`src/rtl/mem_pkg.sv`:
```
// Shared widths and FSM state type for the burst memory access controller.
package mem_pkg;

    localparam int ADDR_W = 5;
    localparam int DATA_W = 16;
    localparam int CNT_W  = 3;

    typedef enum logic [1:0] {
        ST_IDLE  = 2'd0,
        ST_READ  = 2'd1,
        ST_WRITE = 2'd2
    } state_e;

endpackage

```
`src/rtl/mem_access_ctrl.sv`:
```
// Burst memory access controller: accepts one load/store burst of 1..8 words
// and drives an active-low strobed memory, one word per cycle, address wrapping.
module mem_access_ctrl
    import mem_pkg::*;
(
    input  logic              clk,
    input  logic              proc_rst,
    input  logic              req_valid,
    output logic              req_ready,
    input  logic              req_write,
    input  logic [ADDR_W-1:0] req_addr,
    input  logic [CNT_W-1:0]  req_count,
    input  logic [DATA_W-1:0] wr_data,
    output logic              wr_pop,
    output logic [DATA_W-1:0] rd_data,
    output logic              rd_valid,
    output logic [CNT_W-1:0]  rd_idx,
    output logic              done,
    output logic [ADDR_W-1:0] mem_addr,
    output logic [DATA_W-1:0] mem_wdata,
    output logic              mem_write_n,
    output logic              mem_read_n,
    input  logic [DATA_W-1:0] mem_rdata
);

    state_e            state_q, state_d;
    logic [ADDR_W-1:0] mem_addr_q, mem_addr_d;
    logic [CNT_W-1:0]  beat_q, beat_d;
    logic [CNT_W-1:0]  count_q, count_d;
    logic [DATA_W-1:0] mem_wdata_q, mem_wdata_d;
    logic [DATA_W-1:0] rd_data_q, rd_data_d;
    logic              rd_valid_q, rd_valid_d;
    logic [CNT_W-1:0]  rd_idx_q, rd_idx_d;
    logic              done_q, done_d;

    logic accept;
    logic last_beat;

    assign accept    = req_valid && (state_q == ST_IDLE);
    assign last_beat = (beat_q == count_q);

    // NOTE: sequential state uses non-blocking assignments only; reset is asynchronous.
    always_ff @(posedge clk or posedge proc_rst) begin
        if (proc_rst) begin
            state_q <= ST_IDLE;
        end else begin
            state_q <= state_d;
        end
    end

    always_comb begin
        state_d = state_q;
        case (state_q)
            ST_IDLE:            if (req_valid) state_d = req_write ? ST_WRITE : ST_READ;
            ST_READ, ST_WRITE:  if (last_beat) state_d = ST_IDLE;
            default:            state_d = ST_IDLE;
        endcase
    end

    always_ff @(posedge clk or posedge proc_rst) begin
        if (proc_rst) begin
            mem_addr_q  <= '0;
            beat_q      <= '0;
            count_q     <= '0;
            mem_wdata_q <= '0;
            rd_data_q   <= '0;
            rd_valid_q  <= 1'b0;
            rd_idx_q    <= '0;
            done_q      <= 1'b0;
        end else begin
            mem_addr_q  <= mem_addr_d;
            beat_q      <= beat_d;
            count_q     <= count_d;
            mem_wdata_q <= mem_wdata_d;
            rd_data_q   <= rd_data_d;
            rd_valid_q  <= rd_valid_d;
            rd_idx_q    <= rd_idx_d;
            done_q      <= done_d;
        end
    end

    // NOTE: every signal gets a default first so no latch is inferred.
    always_comb begin
        mem_addr_d  = mem_addr_q;
        beat_d      = beat_q;
        count_d     = count_q;
        mem_wdata_d = mem_wdata_q;
        rd_data_d   = rd_data_q;
        rd_valid_d  = 1'b0;
        rd_idx_d    = rd_idx_q;
        done_d      = 1'b0;
        if (accept) begin
            mem_addr_d = req_addr;
            beat_d     = '0;
            count_d    = req_count;
            if (req_write) mem_wdata_d = wr_data;
        end else if (state_q != ST_IDLE) begin
            // Address wraps naturally at the ADDR_W boundary.
            mem_addr_d = mem_addr_q + ADDR_W'(1);
            beat_d     = beat_q + CNT_W'(1);
            done_d     = last_beat;
            if (state_q == ST_READ) begin
                rd_data_d  = mem_rdata;
                rd_valid_d = 1'b1;
                rd_idx_d   = beat_q;
            end else if (!last_beat) begin
                // The final word was already staged on the previous beat.
                mem_wdata_d = wr_data;
            end
        end
    end

    always_comb begin
        req_ready   = (state_q == ST_IDLE);
        mem_read_n  = (state_q != ST_READ);
        mem_write_n = (state_q != ST_WRITE);
        wr_pop      = 1'b0;
        if (!proc_rst) begin
            if (state_q == ST_IDLE)       wr_pop = req_valid && req_write;
            else if (state_q == ST_WRITE) wr_pop = !last_beat;
        end
    end

    assign mem_addr  = mem_addr_q;
    assign mem_wdata = mem_wdata_q;
    assign rd_data   = rd_data_q;
    assign rd_valid  = rd_valid_q;
    assign rd_idx    = rd_idx_q;
    assign done      = done_q;

endmodule
```
`config.mk`:
```
export PLATFORM = sky130hd
export DESIGN_NAME = mem_access_ctrl
export DESIGN_NICKNAME = d
export VERILOG_FILES = /design/src/rtl/mem_pkg.sv /design/src/rtl/mem_access_ctrl.sv
export SDC_FILE = /design/constraint.sdc
export NUM_CORES = 1
export LEC_CHECK = 0
export CORE_UTILIZATION = 39
export CTS_CLUSTER_SIZE = 10
export DETAILED_ROUTE_END_ITERATION = 10
export PLACE_DENSITY = 0.83
export SYNTH_ARGS = -nofsm -noshare
export SYNTH_HDL_FRONTEND = slang
export SYNTH_SLANG_ARGS = --single-unit
```
`constraint.sdc`:
```
create_clock -name clk -period 2.12 [get_ports clk]
set_input_delay 0.424 -clock clk [delete_from_list [all_inputs] [get_ports clk]]
set_output_delay 0.424 -clock clk [all_outputs]
set_load 0.1 [all_outputs]
```
==> impl_metrics.tcl <==
set metrics [dict create \
    min_period_ps 1990 \
    cts_made_buffers 5 \
    drc 0 \
    die_x_um 76.2 \
    wl_um 4410 \
    pin_count 90 \
    rsz0062_at_grt "no" \
    core_area_mm2 0.00520 \
    status "finished, final reports clean" \
    fill_cells 428 \
    met1_length_um 1830 \
    ys_seq_elements 50 \
    maxSlewViolCount 0 \
    crit_family "flip-flops" \
    dr.pass1.iters 4 \
    placed_area_mm2 0.00310 \
    grt_max_degree 27 \
    dieArea_mm2 0.00580 \
    routedWlPerCell_um 13.6 \
    fin_area_mm2 0.00323 \
    worstPathCellList "inv_1 > ha_4 > nand3_2 > a21oi_4 > buf_12" \
    cts_num_sinks 50 \
    grt_usage_pct 16.8 \
    reg2reg_depth 8 \
    min_path_cells 1 \
    crit_cells 5 \
    antenna_found_initial 0 \
    cpPeakStageDelay_ps 410 \
    relSlewSlack_pct 78.4 \
    gp_congestion 0.764 \
    layout-drive-gt1-share_pct 42.5 \
    avgSynthCellArea_um2 13.8 \
    nNetsFinal 303 \
    drt_iter0_drc 31 \
    period_share_pct 93.7 \
    vias 1554 \
    start_util_pct 41.2 \
    synthCells 155 \
    crit_buf_inv 2 \
    top_layer "met4" \
    fmax_ghz 0.504 \
    vias_per_cell 4.80 \
    ys_types 27 \
    grt_pass1_wl_um 7570 \
    cts.path.max_buffers 2 \
    crit_slowest_cell "dfrtp_1" \
    critical_path_class "flip-flop to output port" \
    instances_no_fill 324 \
    cap_violations 0 \
    dp_hpwl_um 3260 \
    rows 26 \
    die_h_um 76.2 \
    synth_area_mm2 0.00214 \
    numPortBuffers 89 \
    grt_overflow_total 0 \
    worstSetupEndpointType "output port" \
    fin_util_pct 62.1 \
    clk_latency_ps 300 \
    n_antenna_cell 0 \
    seq_area_frac_synth_pct 58.3 \
    grt_pass1_vias 1581 \
    postRouteAntennaNets 0 \
    cp.arrival_ps 1560 \
    clkTransAtPathRegs_ps 90 \
    crit_path_max_fanout 4 \
    area_growth_pct 50.7 \
    finClkSkew_ps 9.63 \
    cts_hold_buffers 0 \
    synth_warnings 0 \
    synthesis.nets 205 \
    dp_cells 314 \
    tritoncts "yes" \
    hold_class "flip-flop to flip-flop" \
    tightest_slew_ps 323 \
    cp.required_ps 1700 \
    hold_violations 0 \
    cts-root-buf "clkbuf_8" \
    finalSetupViolations 0 \
    dr_wl_met2_um 2280 \
    htreeDepth 2 \
    wl_met3_um 239 \
    startpoint_type "flip-flop" \
]
==> cell usage after synthesis <==
cell,number,share of area (%)
clkbuf_1,2,0.35
nand3_2,1,0.47
nor4b_1,1,0.41
ha_1,6,3.5
inv_1,8,1.4
xnor2_1,3,1.2
a21bo_1,1,0.47
o22ai_1,3,0.88
dfrtp_1,50,58
nor2_2,1,0.29
nand2b_1,2,0.58
buf_2,2,0.47
o21ai_0,7,1.6
and2_1,2,0.58
nand3_1,3,0.70
mux2i_1,1,0.47
buf_6,1,0.53
a31oi_1,4,1.2
nand2_1,5,0.88
nor2_1,5,0.88
mux2_2,28,15
buf_12,1,0.93
o32ai_1,1,0.41
mux2_4,10,7.0
nor3_1,1,0.23
a21oi_1,5,1.2
nand3b_1,1,0.35
==> worst register-to-register path: stages (launching register included) <==
cell     delay, ps
dfrtp_1        380
inv_1          110
ha_4           200
buf_4          120
buf_4          160
nor2_1         100
a21bo_1        150
buf_12         170
mux2_2         350
==> cell usage in the layout, fill, tap and decap left out, types with 5 or more instances in the layout <==
master / count
mux2_4: 10
buf_4: 49
buf_12: 5
dfrtp_1: 50
nand2_1: 5
clkdlybuf4s50_1: 43
o21ai_0: 7
nor2_1: 5
mux2_2: 28
inv_1: 5
clkbuf_8: 5
==> layout make-up <==
class | instances | area, µm² | share of cell area (%)
well taps | 70 | 87.6 | 2.71
inverters | 8 | 33.8 | 1.05
flip-flops and latches | 50 | 1250 | 38.7
repair buffers | 97 | 898 | 27.8
clock buffers | 6 | 72.6 | 2.25
clock inverters | 2 | 37.5 | 1.16
multi-input cells | 91 | 851 | 26.3
==> cells by family after synthesis <==
group	after synthesis	synth area share [%]
and+or+nand+nor	22	5.37
adders and majority gates	6	3.50
buffers and inverters	14	3.68
xor gates and xnor gates	3	1.23
muxes	39	22.2
DFF	50	58.3
AOI/OAI and AO/OA	21	5.72
==> sequential cells by signal, summed over array words and instances (netlist names) <==
| signal | count |
|---|---|
| mem_wdata | 16 |
| count_q | 3 |
| rd_valid | 1 |
| rd_idx | 3 |
| beat_q | 3 |
| done | 1 |
| mem_addr | 5 |
| rd_data | 16 |
| state_q | 2 |
==> final timing paths <==
check                                start            end  slack [ps]
max in group asynchronous         proc_rst  mem_wdata[13]        1270
worst max register to register  state_q[0]  mem_wdata[13]         260
min in group asynchronous         proc_rst           done         590
worst min-delay path            rd_data[8]     rd_data[8]         510
worst max-delay path            state_q[0]         wr_pop         130
worst min register to register  rd_data[8]     rd_data[8]         510
==> metrics by stage <==
stage / worst slack, ps / hold WS [ps] / TNS (ps)
floorplan: -5.53 / 501 / -55.3
global placement: 134 / 489 / 0
detailed placement: 109 / 497 / 0
CTS: 62.1 / 518 / 0
global route: 33.6 / 537 / 0
finish: 134 / 512 / 0
==> timing repair <==
item                                    4_1_cts  5_1_grt
resized for setup                             0        1
pin swaps                                     1        0
buffers inserted                              2        0
endpoints found under the setup margin        1        1
==> per-layer routing <==
layer	vias to the layer above	track usage, %
met5	-	0
met4	0	5.77
met3	5	4.19
met2	51	29.5
met1	763	20.0
li1	735	-
Power is not shown: default switching activity piles up to over one toggle a cycle in this logic, so the estimate is an artifact.
